`config.mk`:
```
export PLATFORM = sky130hd
export DESIGN_NAME = eth_cmd_arbiter
export DESIGN_NICKNAME = d
export VERILOG_FILES = /design/src/rtl/eth_cmd_pkg.sv /design/src/rtl/eth_cmd_arbiter_fifo.sv /design/src/rtl/eth_cmd_arbiter.sv
export SDC_FILE = /design/constraint.sdc
export NUM_CORES = 1
export LEC_CHECK = 0
export ABC_AREA = 0
export BUFFER_PORTS_ARGS = -buffer_cell sky130_fd_sc_hd__buf_2
export CAP_MARGIN = 20
export CORE_UTILIZATION = 40
export CTS_BUF_LIST = sky130_fd_sc_hd__clkbuf_2
export DETAILED_ROUTE_END_ITERATION = 6
export PLACE_DENSITY = 0.66
export SLEW_MARGIN = 20
export SYNTH_ARGS = -nofsm -noshare
export SYNTH_HDL_FRONTEND = slang
export SYNTH_SLANG_ARGS = --single-unit
export TNS_END_PERCENT = 50
```
`constraint.sdc`:
```
create_clock -name clk -period 4.5 [get_ports clk]
set_clock_uncertainty 0.2 [all_clocks]
set_input_delay 0.9 -clock clk [delete_from_list [all_inputs] [get_ports clk]]
set_output_delay 0.9 -clock clk [all_outputs]
set_load 0.01 [all_outputs]
```
`src/rtl/eth_cmd_pkg.sv`:
```
// Shared types and constants for the register-write command path:
// default field widths, arbiter FSM states and parser framing bytes.
package eth_cmd_pkg;

    localparam int ADDR_W_DEF = 8;
    localparam int DATA_W_DEF = 32;

    typedef enum logic {
        IDLE  = 1'b0,
        ISSUE = 1'b1
    } state_e;

    localparam logic [7:0] FRAME_HDR0    = 8'h55;
    localparam logic [7:0] FRAME_HDR1    = 8'hA5;
    localparam logic [7:0] FRAME_TRAILER = 8'hF0;

endpackage

```
`src/rtl/eth_cmd_arbiter_fifo.sv`:
```
// Synchronous FIFO for one command source; a push into a full FIFO is
// accepted only when the same cycle also pops it.
module cmd_fifo #(
    parameter int WIDTH = 40,
    parameter int DEPTH = 4
) (
    input  logic                     clk,
    input  logic                     reset_n,
    input  logic                     push_i,
    input  logic [WIDTH-1:0]         wdata_i,
    input  logic                     pop_i,
    output logic [WIDTH-1:0]         rdata_o,
    output logic                     full_o,
    output logic                     empty_o,
    output logic [$clog2(DEPTH):0]   count_o
);
    localparam int PW = $clog2(DEPTH);

    logic [WIDTH-1:0] mem_q [DEPTH];
    logic [PW-1:0]    wptr_q, rptr_q;
    logic [PW:0]      count_q;
    logic             do_push, do_pop;

    assign full_o  = (count_q == (PW+1)'(DEPTH));
    assign empty_o = (count_q == '0);
    assign count_o = count_q;
    assign rdata_o = mem_q[rptr_q];

    assign do_pop  = pop_i && !empty_o;
    assign do_push = push_i && (!full_o || do_pop);

    // Pointers wrap naturally because DEPTH is a power of two.
    always_ff @(posedge clk or negedge reset_n) begin
        if (!reset_n) begin
            wptr_q  <= '0;
            rptr_q  <= '0;
            count_q <= '0;
        end else begin
            if (do_push) wptr_q <= wptr_q + 1'b1;
            if (do_pop)  rptr_q <= rptr_q + 1'b1;
            case ({do_push, do_pop})
                2'b10:   count_q <= count_q + 1'b1;
                2'b01:   count_q <= count_q - 1'b1;
                default: count_q <= count_q;
            endcase
        end
    end

    always_ff @(posedge clk) begin
        if (do_push) mem_q[wptr_q] <= wdata_i;
    end

endmodule

```
`src/rtl/eth_cmd_arbiter.sv`:
```
// Round-robin merge of the Ethernet parser and local command sources onto
// the single register-bank write port, one command in flight at a time.
module eth_cmd_arbiter
    import eth_cmd_pkg::*;
#(
    parameter int ADDR_W = ADDR_W_DEF,
    parameter int DATA_W = DATA_W_DEF,
    parameter int DEPTH  = 4
) (
    input  logic              clk,
    input  logic              reset_n,
    input  logic              s0_valid,
    input  logic [ADDR_W-1:0] s0_addr,
    input  logic [DATA_W-1:0] s0_data,
    input  logic              s1_valid,
    input  logic [ADDR_W-1:0] s1_addr,
    input  logic [DATA_W-1:0] s1_data,
    output logic              m_valid,
    input  logic              m_ready,
    output logic [ADDR_W-1:0] m_addr,
    output logic [DATA_W-1:0] m_data,
    output logic              m_src,
    output logic              ovf0,
    output logic              ovf1,
    input  logic              clr_ovf,
    output logic              busy
);
    localparam int CW = ADDR_W + DATA_W;
    localparam int NW = $clog2(DEPTH) + 1;

    state_e            state_q, state_d;
    logic              last_grant_q, last_grant_d;
    logic [ADDR_W-1:0] addr_q, addr_d;
    logic [DATA_W-1:0] data_q, data_d;
    logic              src_q, src_d;
    logic              ovf0_q, ovf0_d, ovf1_q, ovf1_d;

    logic [CW-1:0]     rdata0, rdata1;
    logic              full0, empty0, full1, empty1;
    logic [NW-1:0]     cnt0, cnt1;
    logic              pop0, pop1, win;

    cmd_fifo #(.WIDTH(CW), .DEPTH(DEPTH)) u_fifo0 (
        .clk(clk), .reset_n(reset_n),
        .push_i(s0_valid), .wdata_i({s0_addr, s0_data}),
        .pop_i(pop0), .rdata_o(rdata0),
        .full_o(full0), .empty_o(empty0), .count_o(cnt0)
    );

    cmd_fifo #(.WIDTH(CW), .DEPTH(DEPTH)) u_fifo1 (
        .clk(clk), .reset_n(reset_n),
        .push_i(s1_valid), .wdata_i({s1_addr, s1_data}),
        .pop_i(pop1), .rdata_o(rdata1),
        .full_o(full1), .empty_o(empty1), .count_o(cnt1)
    );

    // With both sources pending, the one not granted last time wins.
    assign win = (!empty0 && !empty1) ? ~last_grant_q : empty0;

    always_comb begin
        state_d      = state_q;
        last_grant_d = last_grant_q;
        addr_d       = addr_q;
        data_d       = data_q;
        src_d        = src_q;
        pop0         = 1'b0;
        pop1         = 1'b0;
        case (state_q)
            IDLE: begin
                if (!empty0 || !empty1) begin
                    pop0         = ~win;
                    pop1         = win;
                    {addr_d, data_d} = win ? rdata1 : rdata0;
                    src_d        = win;
                    last_grant_d = win;
                    state_d      = ISSUE;
                end
            end
            ISSUE: begin
                if (m_ready) state_d = IDLE;
            end
            default: state_d = IDLE;
        endcase
        ovf0_d = (s0_valid && full0 && !pop0) ? 1'b1 : (clr_ovf ? 1'b0 : ovf0_q);
        ovf1_d = (s1_valid && full1 && !pop1) ? 1'b1 : (clr_ovf ? 1'b0 : ovf1_q);
    end

    always_ff @(posedge clk or negedge reset_n) begin
        if (!reset_n) begin
            state_q      <= IDLE;
            last_grant_q <= 1'b1;
            addr_q       <= '0;
            data_q       <= '0;
            src_q        <= 1'b0;
            ovf0_q       <= 1'b0;
            ovf1_q       <= 1'b0;
        end else begin
            state_q      <= state_d;
            last_grant_q <= last_grant_d;
            addr_q       <= addr_d;
            data_q       <= data_d;
            src_q        <= src_d;
            ovf0_q       <= ovf0_d;
            ovf1_q       <= ovf1_d;
        end
    end

    assign m_valid = (state_q == ISSUE);
    assign m_addr  = addr_q;
    assign m_data  = data_q;
    assign m_src   = src_q;
    assign ovf0    = ovf0_q;
    assign ovf1    = ovf1_q;
    assign busy    = (cnt0 != '0) || (cnt1 != '0) || m_valid;

endmodule

```
After elaboration in Yosys (flattened, before gate mapping)
Memories as Yosys holds them, arrays and structs flattened.
Cells that the tools add are included.
{ "classes": {"addsub": 8, "mux": 18, "bitwise_logic": 3, "n_eq_ne": 6, "n_reduce_logical": 29} }
{ "ops": {"columns": ["op", "n"], "rows": [
  ["40-bit 2-to-1 mux", 1],
  ["1-bit 2-to-1 mux", 14],
  ["3-bit case mux with 2 select lines", 2],
  ["1-bit logical AND", 9],
  ["2-bit by 1-bit adder with 2-bit output, second input constant", 4],
  ["2-bit nonzero test", 4],
  ["3-bit by 1-bit adder with 3-bit output, second input constant", 2],
  ["3-bit equality test, second input constant", 2],
  ["1-bit logical NOT", 6],
  ["3-bit logical NOT", 2],
  ["3-bit nonzero test", 2],
  ["3-bit by 1-bit subtractor with 3-bit output, second input constant", 2],
  ["1-bit logical OR", 5],
  ["2-bit by 1-bit equality test with 1-bit output, second input constant", 2],
  ["2-bit equality test, second input constant", 2],
  ["1-bit NOT", 3],
  ["1-bit case mux with 2 select lines", 1],
  ["2-bit AND reduction", 1]
]} }
{ "word_totals": {"ramBits": 320, "output_inout_bits": 45, "memories": 2, "register_bits": 59, "word_cells": 79, "input_bits": 86} }
{ "mem_list": {"columns": ["name", "words", "width", "read_ports", "rd_clocked_by_memory_dff", "write_ports", "line", "source"], "rows": [
  ["u_fifo0.mem_q", 4, 40, 1, 0, 1, "eth_cmd_arbiter_fifo.sv:19", "logic [WIDTH-1:0] mem_q [DEPTH];"],
  ["u_fifo1.mem_q", 4, 40, 1, 0, 1, "eth_cmd_arbiter_fifo.sv:19", null]
]} }

Depth between registers and ports, before layout
{ "depth": {"depth_word": 12, "mapped_depth": 10, "ltp_nobuf": 10} }

Hierarchy
Synthesis repeated with hierarchy kept, for this count alone.
{ "hier_totals": {"hier_cells": 748, "area_unflattened_um2": 14487.6} }
{ "modules_own_cells": {"columns": ["module", "area_each_um2", "instances", "cells_per_inst", "seq_area_each_um2"], "rows": [
  ["cmd_fifo (u_fifo0)", 6262.3, 1, 256, 4979.8],
  ["cmd_fifo (u_fifo1)", 6188.4, 1, 248, 4979.8],
  ["eth_cmd_arbiter", 2037.0, 1, 244, 1127.3]
]} }

Worst setup path before layout
OpenSTA, ideal clock, no wires.
{ "synth_timing": {"path_kind": "register -> register", "startpoint": "reg u_fifo0.count_q[0] (netlist: u_fifo0.count_o[0])", "endpoint": "mem u_fifo1.mem_q[0][0] (enable)", "period_less_slack_ns": 2.793, "slack_ns": 1.707, "required_time_ns": 3.899, "setup_time_ns": 0.401, "n_path_buf": 0, "arrival_ns": 2.192, "path_stages_with_launch": 5, "cell_sequence": "dfrtp_1 -> or3_4 -> a21oi_1 -> o21a_1 -> and2_1"} }
{ "synth_between": {"elab_chain_cells": 11, "elab_cells_between_ends": 12, "cone_classes": "mux: 5; reduce/logical: 7"} }
{ "synth_lines": {"columns": ["element", "line", "source"], "rows": [
  ["start: declaration", "eth_cmd_arbiter_fifo.sv:21", "logic [PW:0] count_q;"],
  ["start signal: assignment", "eth_cmd_arbiter_fifo.sv:42", "2'b10: count_q <= count_q + 1'b1;"],
  ["start signal: assignment", "eth_cmd_arbiter_fifo.sv:43", "2'b01: count_q <= count_q - 1'b1;"],
  ["start signal: assignment", "eth_cmd_arbiter_fifo.sv:44", "default: count_q <= count_q;"],
  ["3-bit logical NOT (*)", "eth_cmd_arbiter_fifo.sv:25", "assign empty_o = (count_q == '0);"],
  ["1-bit logical NOT", "eth_cmd_arbiter.sv:58, eth_cmd_arbiter.sv:70", null],
  ["1-bit logical AND", "eth_cmd_arbiter.sv:58", "assign win = (!empty0 && !empty1) ? ~last_grant_q : empty0;"],
  ["1-bit 2-to-1 mux", "eth_cmd_arbiter.sv:58", null],
  ["1-bit 2-to-1 mux (*)", "eth_cmd_arbiter.sv:70", "if (!empty0 || !empty1) begin"],
  ["1-bit 2-to-1 mux (*)", "eth_cmd_arbiter.sv:68", "case (state_q)"],
  ["1-bit logical AND (*)", "eth_cmd_arbiter_fifo.sv:29", "assign do_pop = pop_i && !empty_o;"],
  ["1-bit logical OR (*)", "eth_cmd_arbiter_fifo.sv:30", "assign do_push = push_i && (!full_o || do_pop);"],
  ["1-bit logical AND (*)", "eth_cmd_arbiter_fifo.sv:30", null],
  ["1-bit 2-to-1 mux (*)", "eth_cmd_arbiter_fifo.sv:50", "if (do_push) mem_q[wptr_q] <= wdata_i;"],
  ["1-bit 2-to-1 mux (implied by the code) (*)", "eth_cmd_arbiter_fifo.sv:50", null],
  ["end: declaration", "eth_cmd_arbiter_fifo.sv:19", null]
]} }
Every way passes the cells marked *; elsewhere a longest branch is shown, timed or not.

Worst setup path after layout
{ "layout_timing": {"startpoint": "reg u_fifo0.count_q[0] (netlist: u_fifo0.count_o[0])", "endpoint": "out busy"} }
{ "layout_between": {"elab_chain_cells": 3} }
{ "layout_lines": {"columns": ["element", "line", "source"], "rows": [
  ["3-bit nonzero test", "eth_cmd_arbiter.sv:114", "assign busy = (cnt0 != '0) || (cnt1 != '0) || m_valid;"],
  ["1-bit logical OR (2 in series)", "eth_cmd_arbiter.sv:114", null],
  ["end: declaration", "eth_cmd_arbiter.sv:26", "output logic busy"]
]} }
No other way between the ends.

==> metrics.txt <==
most common cell after layout, fill and taps aside=edfxtp_1; pin count of the biggest net entering global routing=60; drt wl/cell=approximately 20 um; min-delay worst type=in -> reg; cell family with most CP delay=simple AND/OR/NAND/NOR gates; Final TNS setup=0 ps; max-cap violation count=0; DP HPWL=around 17000 um; GRT overflow=0; GP Congestion=between 0.7 and 0.8; Post-Syn Area=around 0.014 mm^2; met2 usage in global routing=0.275; IO Count=between 100 and 150; Post-Route WL=a little under 30000 um; R2R Path End=u_fifo1.count_o[2]; DR DRC count=0; worst path bufs/invs=1; Final Hold Violating Endpoints=0; DIE AREA=0.0368 mm^2; Max clock buf depth=3; number of port buffers=130; H-Tree Depth=3; maximum vdd drop=between 0.0003 and 0.0004 V; Leak=between 6 and 7 nW; RR Startpoint=u_fifo0.count_o[0]; DP Cell Count=between 1000 and 1500; vias in the first global route=~7900; M3 GR Usage=0.0431; register area=~0.011 mm^2; share of cells above drive strength 1=0.371; multi-input logic area=between 0.003 and 0.004 mm^2; CTS tree=done; total CTS buffers=just over 90; Pwr Density=between 600 and 700 mW/mm^2; Yosys reg bits=379; Max Fclk=~0.29 GHz; commonest cells after routing, fill and taps aside=edfxtp_1 (320), clkbuf_2 (143), buf_2 (129); CTS root buf=clkbuf_2; CTS resizes=0; crit-path max cell delay=around 450 ps; critical path class=reg -> out; Cell variety after synth=34; RSZ-0062 raised after global routing=false; synthesized area per cell=21.0 um^2; outcome=complete, no violations; Worst Path Required=approximately 3400 ps; post-synthesis sequential area ratio=0.769; hold depth=1; GR peak layer=met2; total power=about 11 mW; Setup WS post-layout=around 1000 ps; Critical Path AT=2360 ps; met1 Use GR=0.214; critical-path cell list=nor3_1 > nand2_1 > or2_2 > buf_2; non-filler cells, final=around 1500; synthesized netlist cell count=688; via count=~7400; Slew headroom=0.399; Hold Crit Start=s0_data[30]; Iter 0 DRT Violations=365; Least-Margin Pin Slew=roughly 900 ps; startpoint types=flip-flop; max-slew violation count=0; Die Wd=192 um; fin util=0.487; CTS sink cnt=~380; worst skew pair latency=about 900 ps; Die Y=192 um; Hold EP=u_fifo0.mem_q[3][30]; first-pass GRT wire length=approximately 45000 um; Setup violations, final=0; synth warn=0; Syn-to-layout area delta=19.7%; nets@finish=between 1000 and 1500; Synthesized Nets=roughly 800; Total GRT Usage=0.167; Vias/cell=about 5; reg2reg path depth=9; min Tclk post-route=roughly 3500 ps; Antenna Violating Nets Remaining=0; antenna violations before repair=4; dpl ws=~1800 ps; crit path from=u_fifo0.count_o[0]; Core ar.=~0.035 mm^2; clock slew at the register clock pins of the worst setup and hold paths=110 ps; Initial Utilization=0.406; fill cell count=between 3000 and 4000; R2R Setup Slk=around 1700 ps; drt first pass iters=4; row cnt=a little under 70; period utilization=0.768; crit-path max FO=5; slowest CP cell=dfrtp_1; critical path depth=4; Worst Setup End Kind=output port
through the flow:
step	hold slack (ps)	cell area, um^2
5_1_grt	10.9	17300
2_1_floorplan	308	14400
6_report	94.8	17300
3_3_place_gp	271	15500
4_1_cts	18.9	17300
3_5_place_dp	274	15600
how the worst max path moves through the flow:
stage / slack [ps] / endpoint
detailed placement: 1770 / u_fifo1.count_o[2]
global route: 860 / busy
finish: 1040 / busy
global placement: 1560 / u_fifo1.mem_q[2][13]
CTS: 920 / busy
floorplan: 1710 / u_fifo1.mem_q[0][0]
cell families (layout without fill, tap and decap cells):
kind of cell,count (synthesis),after routing,synth area share
XOR/XNOR,12,12,0.00729
other,0,2,0
adder cells (fa/ha/maj),12,12,0.0115
multiplexers,124,124,0.156
flip-flops,379,379,0.769
AND/OR/NAND/NOR,64,64,0.0204
AO/OA/AOI/OAI,52,52,0.0215
buffers and inverters,45,400,0.0149
registers in the layout, summed over array words and instances (netlist names), 2 cells and up:
signal           flops
u_fifo0.rptr_q       2
u_fifo1.mem_q      160
m_data              32
u_fifo0.wptr_q       2
u_fifo1.wptr_q       2
m_addr               8
u_fifo1.count_o      3
u_fifo1.rptr_q       2
u_fifo0.mem_q      160
u_fifo0.count_o      3
cells in the mapped netlist, drive strengths merged:
master | number | area, um^2
mux2 | 3 | 33.8
o21ai | 1 | 8.76
inv | 12 | 45.0
or3 | 1 | 11.3
buf | 18 | 114
a21o | 2 | 15.0
clkbuf | 15 | 56.3
nor3 | 2 | 21.3
nand2 | 3 | 11.3
xor2 | 5 | 43.8
dfstp | 1 | 26.3
mux4 | 80 | 1800
a21boi | 1 | 7.51
nand2b | 1 | 6.26
nor2 | 45 | 169
edfxtp | 320 | 9610
a211oi | 1 | 20.0
o21a | 1 | 7.51
dfrtp | 58 | 1450
and2 | 8 | 50.1
o21bai | 1 | 7.51
fa | 2 | 40.0
xnor2 | 7 | 61.3
mux2i | 41 | 410
or2 | 1 | 6.26
o22ai | 2 | 12.5
a31oi | 1 | 21.3
ha | 10 | 125
a21oi | 42 | 210
nand3 | 2 | 10.0
or3b | 1 | 8.76
where the power goes:
group          internal, mW  switching (mW)  leakage [nW]  total (mW)
sequential             4.73           0.684          3.59        5.41
combinational          1.49            1.45          2.07        2.93
clock                 0.900            1.33         0.659        2.23
total                  7.12            3.46          6.32        10.6
layer usage:
layer | vias up | share of wire
met5 | - | 0.00078
li1 | 3364 | -
met3 | 54 | 0.057
met4 | 4 | 0.019
met1 | 3736 | 0.43
met2 | 225 | 0.49
area by class of cell:
| type | instances | area share |
|---|---|---|
| antenna | 2 | 0.000290 |
| clock buffer | 143 | 0.0415 |
| clock inverter | 28 | 0.00841 |
| inverter | 12 | 0.00261 |
| multi-input combinational | 264 | 0.183 |
| sequential | 379 | 0.643 |
| tap | 461 | 0.0334 |
| timing repair buffer | 217 | 0.0878 |
timing repair:
item / 4_1_cts / 5_1_grt
setup buffers: 0 / 0
hold buffers: 84 / 0
hold endpoints to repair: 377 / 0
(Power assumes the default switching activity.)
